## src/rtl/borders_collision.sv

```systemverilog
// Borders/ball overlap classifier: accumulates per-side cushion hits over a frame and
// emits one-cycle collision pulses after each startOfFrame, with a per-side hold-off.
module borders_collision #(
  parameter int TOP_OFFSET     = 0,
  parameter int DOWN_OFFSET    = 0,
  parameter int LEFT_OFFSET    = 0,
  parameter int RIGHT_OFFSET   = 0,
  parameter int HOLDOFF_FRAMES = 2
) (
  input  logic        clk,
  input  logic        resetN,
  input  logic        startOfFrame,
  input  logic [10:0] pixelX,
  input  logic [10:0] pixelY,
  input  logic        drawingRequestBall,
  input  logic        drawingRequestBorders,
  output logic        collisionTop,
  output logic        collisionDown,
  output logic        collisionLeft,
  output logic        collisionRight,
  output logic        collisionAny
);

  localparam logic signed [10:0] TOP_LIM   = TOP_OFFSET[10:0];
  localparam logic signed [10:0] DOWN_LIM  = DOWN_OFFSET[10:0];
  localparam logic signed [10:0] LEFT_LIM  = LEFT_OFFSET[10:0];
  localparam logic signed [10:0] RIGHT_LIM = RIGHT_OFFSET[10:0];
  localparam logic [3:0]         HOLD_LOAD = HOLDOFF_FRAMES[3:0];

  typedef enum logic {IDLE, ACCUM} state_t;

  state_t             r_state;
  logic signed [10:0] r_pixelX;
  logic signed [10:0] r_pixelY;
  logic [3:0]         r_hit;
  logic [3:0][3:0]    r_hold;
  logic [3:0]         r_pulse;
  logic               r_any;

  logic               w_overlap;
  logic [3:0]         w_side;
  logic [3:0]         w_ready;
  logic [3:0]         w_report;

  // Side index order: 0 top, 1 down, 2 left, 3 right. Coordinates are the delayed ones,
  // which line up with the drawers' registered requests.
  assign w_overlap = drawingRequestBall && drawingRequestBorders;
  assign w_side[0] = r_pixelY < TOP_LIM;
  assign w_side[1] = r_pixelY > DOWN_LIM;
  assign w_side[2] = r_pixelX < LEFT_LIM;
  assign w_side[3] = r_pixelX > RIGHT_LIM;

  always_comb begin
    w_ready = '0;
    for (int i = 0; i < 4; i++) begin
      w_ready[i] = (r_hold[i] == 4'd0);
    end
  end

  assign w_report = r_hit & w_ready;

  always_ff @(posedge clk or negedge resetN) begin
    if (!resetN) begin
      r_state  <= IDLE;
      r_pixelX <= '0;
      r_pixelY <= '0;
      r_hit    <= '0;
      r_hold   <= '0;
      r_pulse  <= '0;
      r_any    <= 1'b0;
    end else begin
      r_pixelX <= pixelX;
      r_pixelY <= pixelY;
      r_pulse  <= '0;
      r_any    <= 1'b0;
      case (r_state)
        IDLE: begin
          if (startOfFrame) r_state <= ACCUM;
        end
        ACCUM: begin
          if (startOfFrame) begin
            r_pulse <= w_report;
            r_any   <= |w_report;
            for (int i = 0; i < 4; i++) begin
              if (w_report[i]) r_hold[i] <= HOLD_LOAD;
              else if (!w_ready[i]) r_hold[i] <= r_hold[i] - 4'd1;
            end
            // A coincident overlap already belongs to the frame that is starting.
            r_hit <= w_overlap ? w_side : 4'b0000;
          end else if (w_overlap) begin
            r_hit <= r_hit | w_side;
          end
        end
        default: r_state <= IDLE;
      endcase
    end
  end

  assign collisionTop   = r_pulse[0];
  assign collisionDown  = r_pulse[1];
  assign collisionLeft  = r_pulse[2];
  assign collisionRight = r_pulse[3];
  assign collisionAny   = r_any;

endmodule

```

## config.mk

```make
export PLATFORM = sky130hd
export DESIGN_NAME = borders_collision
export DESIGN_NICKNAME = d
export VERILOG_FILES = /design/src/rtl/borders_collision.sv
export SDC_FILE = /design/constraint.sdc
export NUM_CORES = 1
export LEC_CHECK = 0
export CORE_ASPECT_RATIO = 1.4
export CORE_MARGIN = 2
export CORE_UTILIZATION = 30
export DETAILED_ROUTE_END_ITERATION = 16
export DONT_BUFFER_PORTS = 1
export SLEW_MARGIN = 20
export SYNTH_ARGS = -nofsm -noshare
export SYNTH_HDL_FRONTEND = slang
export SYNTH_SLANG_ARGS = --single-unit
```

## constraint.sdc

```tcl
create_clock -name clk -period 1.75 [get_ports clk]
set_input_delay 0.0875 -clock clk [delete_from_list [all_inputs] [get_ports clk]]
set_output_delay 0.0875 -clock clk [all_outputs]
set_load 0.01 [all_outputs]
```

; After elaboration in Yosys (flattened, before gate mapping)
; Index checks and enable logic that the tools add are counted.
[op_classes]
addsub = 4
n_lt_le_gt_ge = 4
n_eq_ne = 4
mux = 17
bitwise_logic = 2
reduce_logical = 12
[op_table]
columns = operator, n
row1 = 4-bit 2-to-1 mux, 13
row2 = "11-bit by 1-bit greater-than comparator with 1-bit output, second input constant", 2
row3 = "11-bit by 1-bit less-than comparator with 1-bit output, second input constant", 2
row4 = 4-bit logical NOT, 4
row5 = "4-bit by 1-bit subtractor with 4-bit output, second input constant", 4
row6 = 3-bit AND reduction, 4
row7 = "2-bit by 1-bit inequality test with 1-bit output, second input constant", 4
row8 = 4-bit bitwise AND, 1
row9 = 1-bit 2-to-1 mux, 4
row10 = 4-bit OR, 1
row11 = 4-bit OR reduction, 1
row12 = 2-bit AND reduction, 1
row13 = 2-bit nonzero test, 1
row14 = 1-bit logical AND, 1
[totals]
register_bits = 48
inputBits = 27
output_inout_bits = 5

; Logic depth before layout (Yosys ltp)
; Gate-level depths: netlist (run 1).
[depth]
word_depth = 5
depth_mapped = 5
mapped_depth_nobuf = 5

; Worst setup path after synthesis (run 1)
; OpenSTA, ideal clock, no wires.
[synth_timing]
kind = reg-to-reg
start = register r_hold[0] (netlist bit)
end = register r_hold[1] (netlist bit)
setup_time_ps = 79
t_arrival_ps = 1373
t_required_ps = 1671
setup_slack_ps = 297
stages_incl_launch_ff = 6
path_buffers = 0
period_less_slack_ps = 1453
path_cell_list = dfrtp_1 -> inv_1 -> ha_1 -> or3b_1 -> o21ai_2 -> mux2i_1
[synth_between]
elab_chain_cells = 4
word_cells_on_any_way = 7
[synth_lines]
columns = item, line_no
row1 = "start, declared", 36  ; logic [3:0][3:0] r_hold;
row2 = "start signal, assigned by index", 86  ; else if (!w_ready[i]) r_hold[i] <= r_hold[i] - 4'd1;
row3 = "parallel branches: the longest is 4 deep, another holds 4-bit by 1-bit subtractor with 4-bit output", n/a
; Parallel ways; which one is timed is not known. The select of a mux whose other input is x is not followed.
; A chain may end at the register's enable or synchronous reset.

; Worst setup path after layout (run 1)
[layout_timing]
start = register r_hold[1] (netlist bit)
end = register r_hold[1] (netlist bit)
; The elaborated chain is that of the path after synthesis.

==> results of run 1 <==
-- per-stage QoR --
| stage | utilization [%] | instances | instance area [sq um] |
|---|---|---|---|
| global route | 38.6 | 251 | 2380 |
| global placement | 32.5 | 218 | 2000 |
| finish | 38.6 | 251 | 2380 |
| detailed placement | 32.5 | 218 | 2000 |
| CTS | 38.6 | 251 | 2380 |
| floorplan | - | 142 | 1890 |
-- registers in the layout, indices dropped and copies added, names as in the netlist --
name and count:
collisionAny 1, r_hit 4, r_hold 16, r_pixelX 11, r_pixelY 11, r_pulse 4
r_state 1
-- path summary, 6_finish.rpt --
| kind | endpoint | from | cells past startpoint | slack (ps) |
|---|---|---|---|---|
| max | r_hold[1] | r_hold[1] | 5 | 180 |
| min | r_hit[1] | drawingRequestBall | 2 | 20 |
| max reg2reg | r_hold[1] | r_hold[1] | 5 | 180 |
| min reg2reg | r_hit[1] | r_pixelY[10] | 1 | 490 |
| max in group asynchronous | r_pixelY[8] | resetN | 2 | 1250 |
| min in group asynchronous | r_pulse[0] | resetN | 2 | 290 |
-- Yosys cell counts, drive strengths merged --
library cell / number
a21oi: 3
mux2: 5
nor3b: 3
mux2i: 2
nand2: 6
o21ai: 4
or3b: 1
o32ai: 2
nand3: 6
inv: 12
a22o: 3
and2: 1
or3: 2
ha: 8
a41oi: 1
nor4: 6
dfrtp: 48
and3: 1
or2: 1
buf: 2
or4: 4
a21o: 3
nor2: 13
nor3: 2
a2bb2oi: 2
xor2: 1
-- layout make-up --
cell class              count  area, sq um  share of cell area, %
flip-flops and latches     48         1200                   50.5
multi-input cells          80          623                   26.2
repair buffers             32          323                   13.6
clock buffers               7         96.3                   4.05
well taps                  72         90.1                   3.79
inverters                  12         45.0                   1.89
-- cells by family (layout without fill, tap and decap cells) --
kind of cell	Yosys count	after routing	synth area share [%]
xor+xnor	1	1	0.465
flops	48	48	63.7
mux	7	7	4.05
buf+inv	14	51	3.25
simple gates	46	46	16.3
fa+ha+maj	8	8	5.31
compound gates	18	18	6.97
-- report_power, final --
part | switching (mW) | internal, mW
logic | 0.346 | 0.410
registers | 0.229 | 1.34
clock network | 0.335 | 0.352
-- routing by layer --
layer / global-route usage, % / vias to the layer above
li1: - / 562
met1: 12.5 / 564
met2: 17.9 / 34
met3: 3.51 / 5
met4: 3.92 / 0
met5: 0 / -
-- worst reg2reg max path, stage by stage, from the launching register on --
cell and delay [ps]:
dfrtp_1 410, inv_1 110, ha_1 200, or3b_1 410
o21ai_2 180, mux2i_1 190
==> PnR_summary.wiki, run 1 <==
{| class="wikitable"
! Metric !! Value
|-
| Number of buffers inserted by post-CTS setup repair || 0
|-
| Status || completed
|-
| Residual overflow from global routing || 0
|-
| Vias || 1165
|-
| Count of maximum capacitance violations || 0
|-
| Inserted Clock Buffers || 5
|-
| Number of max-slew violations in the final report || 0
|-
| Most frequent cells in the layout || 48 x dfrtp_1, 25 x dlygate4sd3_1, 13 x nor2_1
|-
| Cell-by-cell listing of the critical path || inv_1, ha_1, or3b_1, o21ai_2, mux2i_1
|-
| Required time of the critical path || 1980 ps
|-
| WL final || 3240 um
|-
| Synth Register Bits || 48
|-
| Top routing layer in use || met4
|-
| Fillcell total || 588
|-
| Pleak || 1.06 nW
|-
| Highest net fanout along the worst path || 3
|-
| Kind of start point of the critical path || flip-flop
|-
| Die W || 71.0 um
|-
| Avg Cell Area, Syn || 13.3 sq um
|-
| Most frequent standard cell in the layout excluding fill and tap cells || dfrtp_1
|-
| Number of H-tree levels || 2
|-
| Clock skew after layout || 9.07 ps
|-
| Gp weighted congestion || 0.665
|-
| Vertical die dimension || 97.8 um
|-
| Maximum number of pins on one net before global-route repair || 49
|-
| Number of sinks on the clock net || 48
|-
| Synth-to-layout area growth || 26.1%
|-
| Final net count || 214
|-
| Number of different library cells in the post-synthesis netlist || 31
|-
| Via count of the first global-routing pass || 1246
|-
| First-pass DRT Iterations || 4
|-
| Buffer cell driving the clock tree root || clkbuf_8
|-
| Remaining design rule violation count || 0
|-
| Register clock-pin slew on the reported worst setup and hold paths || 80 ps
|-
| Critical path data arrival time || 1800 ps
|-
| Worst-margin pin slew || 396 ps
|-
| Number of warnings reported in the yosys synthesis log || 0
|-
| Count of inserted antenna diode cells || 0
|-
| Worst-case headroom to the max-slew limit || 73.6%
|-
| Setup TNS after final layout || 0 ps
|-
| Effective utilization at floorplan || 30.6%
|-
| Worst IR drop on VDD || 0.572 mV
|-
| CP Buf/Inv Count || 1
|-
| Estimated wirelength of the detail-placed design || 2170 um
|-
| Number of input and output port buffers inserted || 0
|-
| Crit path setup slack, layout || 182 ps
|-
| Worst skew pair latency || 300 ps
|-
| RSZ-0062 raised after global routing || false
|-
| Finish-stage setup viols || 0
|-
| Met1 Wirelength || 1360 um
|-
| Detailed-routed wire length on met3 || 183 um
|-
| Post-layout min period || 1570 ps
|-
| Cell at the slowest stage of the critical path || dfrtp_1
|-
| Cell area after synthesis || 0.00189 sq mm
|-
| Worst setup path class || flip-flop to flip-flop
|-
| Fraction of layout cells with a size suffix above 1 || 15.6%
|-
| Capturing element type of the critical path || flip-flop
|-
| Setup Slack @ Placement || 195 ps
|-
| Power per cell area || 1270 mW/mm^2
|-
| Cts repair resizes || 0
|-
| Cell accounting for the most synthesized area || dfrtp_1
|-
| Clock Tree Buf Depth || 2
|-
| Post-synthesis sequential area ratio || 63.7%
|-
| Number of hold buffers added after CTS || 26
|-
| Post-Syn Nets || 177
|-
| PnR Total Power || 3.01 mW
|-
| Detailed router's first-iteration violation count || 34
|-
| Average vias per placed instance || 4.64
|-
| Number of cells produced by synthesis || 142
|-
| Final worst hold slack || 21.8 ps
|-
| Top cell type's share of synthesized area || 63.7%
|-
| Die Area || 0.00694 sq mm
|-
| Cell class contributing the biggest share of worst-path delay || flip-flops
|-
| Total I/O pin count || 32
|-
| Tcrit/Tclk final || 89.6%
|-
| Cells taking the most area after synthesis || dfrtp_1 64%, ha_1 5.3%, nor4_4 3.4%, mux2_2 3.0%, nor2_1 2.6%
|-
| CTS tree || done
|-
| Overall track demand over capacity in global routing || 10.6%
|-
| Wire length of the first global-routing pass || 5730 um
|-
| Number of core rows || 34
|-
| Antenna violations before repair || 0
|-
| Routed length per placed instance || 12.9 um
|-
| Maximum clock rate || 638 MHz
|-
| Worst min path class || primary input to flip-flop
|-
| Delay of the slowest cell on the worst path || 410 ps
|-
| Post-route ant nets || 0
|-
| Final number of hold-violating endpoints || 0
|-
| Core Footprint || 0.00617 sq mm
|-
| Met2 WL || 1660 um
|}
Note: power is estimated with default switching activity, not from simulation.
==> inputs of run 2 (changes only) <==
--- a/config.mk
+++ b/config.mk
@@ -5,11 +5,11 @@
 export SDC_FILE = /design/constraint.sdc
 export NUM_CORES = 1
 export LEC_CHECK = 0
-export CORE_ASPECT_RATIO = 1.4
 export CORE_MARGIN = 2
 export CORE_UTILIZATION = 30
 export DETAILED_ROUTE_END_ITERATION = 16
 export DONT_BUFFER_PORTS = 1
+export RECOVER_POWER = 25
 export SLEW_MARGIN = 20
 export SYNTH_ARGS = -nofsm -noshare
 export SYNTH_HDL_FRONTEND = slang
==> run 2 against run 1 <==
First-iteration DRC count up 50%. Combinational power decreased by 2%. Via count fell by 1.2%. Sequential share of layout area hardly changed. Utilization grew 1.2 points. Die area shrank 0.13%. Largest cell class unchanged. Worst hold slack got worse by 6.3 ps. Sequential cell count is the same. Critical path depth did not move. Cell count up 1.6%. Clock-buffer cell count decreased by 2. Fmax shrank 1.7%.
==> PnR_summary.wiki, run 2 (same netlist as run 1, synthesis figures left out) <==
{| class="wikitable"
! Metric !! Value
|-
| R2r startpoint || r_hold[0]
|-
| PnR Total Power || 3.13 mW
|-
| CP startpoint || r_hold[0]
|-
| CTS tree || done
|-
| Residual overflow from global routing || 0
|-
| Antenna violations before repair || 0
|-
| Tcrit/Tclk final || 91.2%
|-
| Core Footprint || 0.00599 sq mm
|-
| Worst setup path class || flip-flop to flip-flop
|-
| WL final || 3170 um
|-
| Kind of start point of the critical path || flip-flop
|-
| Register clock-pin slew on the reported worst setup and hold paths || 90 ps
|-
| Final worst hold slack || 15.5 ps
|-
| Highest net fanout along the worst path || 4
|-
| Number of buffers inserted by post-CTS setup repair || 0
|-
| Routed length per placed instance || 12.4 um
|-
| Flip-flop and latch area || 0.00120 sq mm
|-
| Total I/O pin count || 32
|-
| Reg with most FFs || r_hold
|-
| Count of inserted antenna diode cells || 0
|-
| Capturing element type of the critical path || flip-flop
|-
| Gp weighted congestion || 0.737
|-
| Worst IR drop on VDD || 0.657 mV
|-
| Setup slack of the worst register-to-register path || 150 ps
|-
| Vias || 1151
|-
| Reg-to-reg endpoint || r_hold[1]
|-
| Number of sinks on the clock net || 48
|-
| Post-route ant nets || 0
|-
| Buffer cell driving the clock tree root || clkbuf_8
|-
| Post-layout min period || 1600 ps
|-
| End point of the critical path || r_hold[1]
|-
| Wire length of the first global-routing pass || 5600 um
|-
| Maximum clock rate || 627 MHz
|-
| Pleak || 1.06 nW
|-
| Cell count of the worst hold path || 2
|-
| Remaining design rule violation count || 0
|-
| Critical path data arrival time || 1830 ps
|-
| Count of maximum capacitance violations || 0
|-
| Fillcell total || 553
|-
| Setup TNS after final layout || 0 ps
|-
| Fraction of layout cells with a size suffix above 1 || 16.1%
|-
| Number of flip-flops under the largest register name || 16
|-
| Power per cell area || 1310 mW/mm^2
|-
| Most frequent cells in the layout || 48 x dfrtp_1, 25 x dlygate4sd3_1, 13 x nor2_1
|-
| Largest registers in the final layout || r_hold (16), r_pixelX (11), r_pixelY (11)
|-
| Vertical die dimension || 83.3 um
|-
| Average vias per placed instance || 4.51
|-
| Overall track demand over capacity in global routing || 10.3%
|-
| Number of core rows || 28
|-
| Final number of hold-violating endpoints || 0
|-
| Detailed router's first-iteration violation count || 51
|-
| Number of input and output port buffers inserted || 0
|-
| Inserted Clock Buffers || 5
|-
| Clock skew after layout || 6.71 ps
|-
| Number of H-tree levels || 2
|-
| Required time of the critical path || 1990 ps
|-
| Clock Tree Buf Depth || 2
|-
| Worst-case headroom to the max-slew limit || 24.9%
|-
| Cell Count, Final, Fillers Out || 255
|-
| Die W || 83.3 um
|-
| Worst-margin pin slew || 1130 ps
|-
| Status || completed
|-
| Total area of multi-input combinational cells || 623 sq um
|-
| Worst skew pair latency || 310 ps
|-
| Most frequent standard cell in the layout excluding fill and tap cells || dfrtp_1
|-
| Final net count || 214
|-
| Die Area || 0.00694 sq mm
|-
| Worst min path class || primary input to flip-flop
|-
| Estimated wirelength of the detail-placed design || 2020 um
|-
| Finish-stage setup viols || 0
|-
| Effective utilization at floorplan || 31.5%
|-
| RSZ-0062 raised after global routing || false
|-
| First-pass DRT Iterations || 6
|-
| Synth-to-layout area growth || 26.2%
|-
| Reg2reg path depth || 5
|-
| Cts repair resizes || 0
|-
| Number of max-slew violations in the final report || 0
|-
| Maximum number of pins on one net before global-route repair || 49
|-
| Dpl cells || 221
|-
| Via count of the first global-routing pass || 1226
|}
run 2: cell count changes in the layout (fill, tap and decap cells not counted), sizes merged:
| cell | before | now |
|---|---|---|
| clkinv | 0 | 2 |
| buf | 7 | 6 |
| bufinv | 0 | 1 |
| clkbuf | 7 | 6 |
run 2: report_power, final:
| group | switching, mW | internal, mW |
|---|---|---|
| Combinational | 0.337 | 0.407 |
| Clock | 0.386 | 0.430 |
| Sequential | 0.228 | 1.34 |
| Total | 0.952 | 2.18 |
run 2: layer usage:
metal	GRT usage (%)	routed length, um	part of all wire [%]	vias up
met1	13.2	1470	46	549
met5	0	0	0	-
met3	3.48	161	5.1	5
met4	4.92	54	1.7	0
li1	-	-	-	565
met2	15.8	1490	47	32
run 2: worst min-delay path by stage:
stage | startpoint | end
3_5_place_dp | resetN | r_pulse[0]
2_1_floorplan | resetN | collisionAny
3_3_place_gp | resetN | r_hold[3]
5_1_grt | drawingRequestBall | r_hit[3]
6_report | drawingRequestBall | r_hit[1]
4_1_cts | drawingRequestBall | r_hit[1]
run 2: timing repair:
item                                    CTS  global route
hold endpoints to repair                 75             0
hold buffers                             26             0
endpoints found under the setup margin    0             0
run 2: worst max-delay path: stages, from the launching register on:
cell and delay, ps:
dfrtp_1 450, inv_1 110, ha_1 200, or3b_1 410, o21ai_2 170, mux2i_1 190
run 2: final cells by class:
cell class | instances | area share (%)
multi-input combinational | 80 | 26.2
sequential | 48 | 50.5
clock inverter | 3 | 2.00
inverter | 12 | 1.89
tap | 75 | 3.94
clock buffer | 5 | 2.89
timing repair buffer | 32 | 12.6
run 2: per-stage QoR:
step / cell area [sq um] / utilization (%) / worst slack (ps)
floorplan: 1890 / - / 297
global placement: 2010 / 33.5 / 238
detailed placement: 2010 / 33.5 / 189
CTS: 2400 / 40.1 / 161
global route: 2380 / 39.7 / 89.7
finish: 2380 / 39.7 / 155
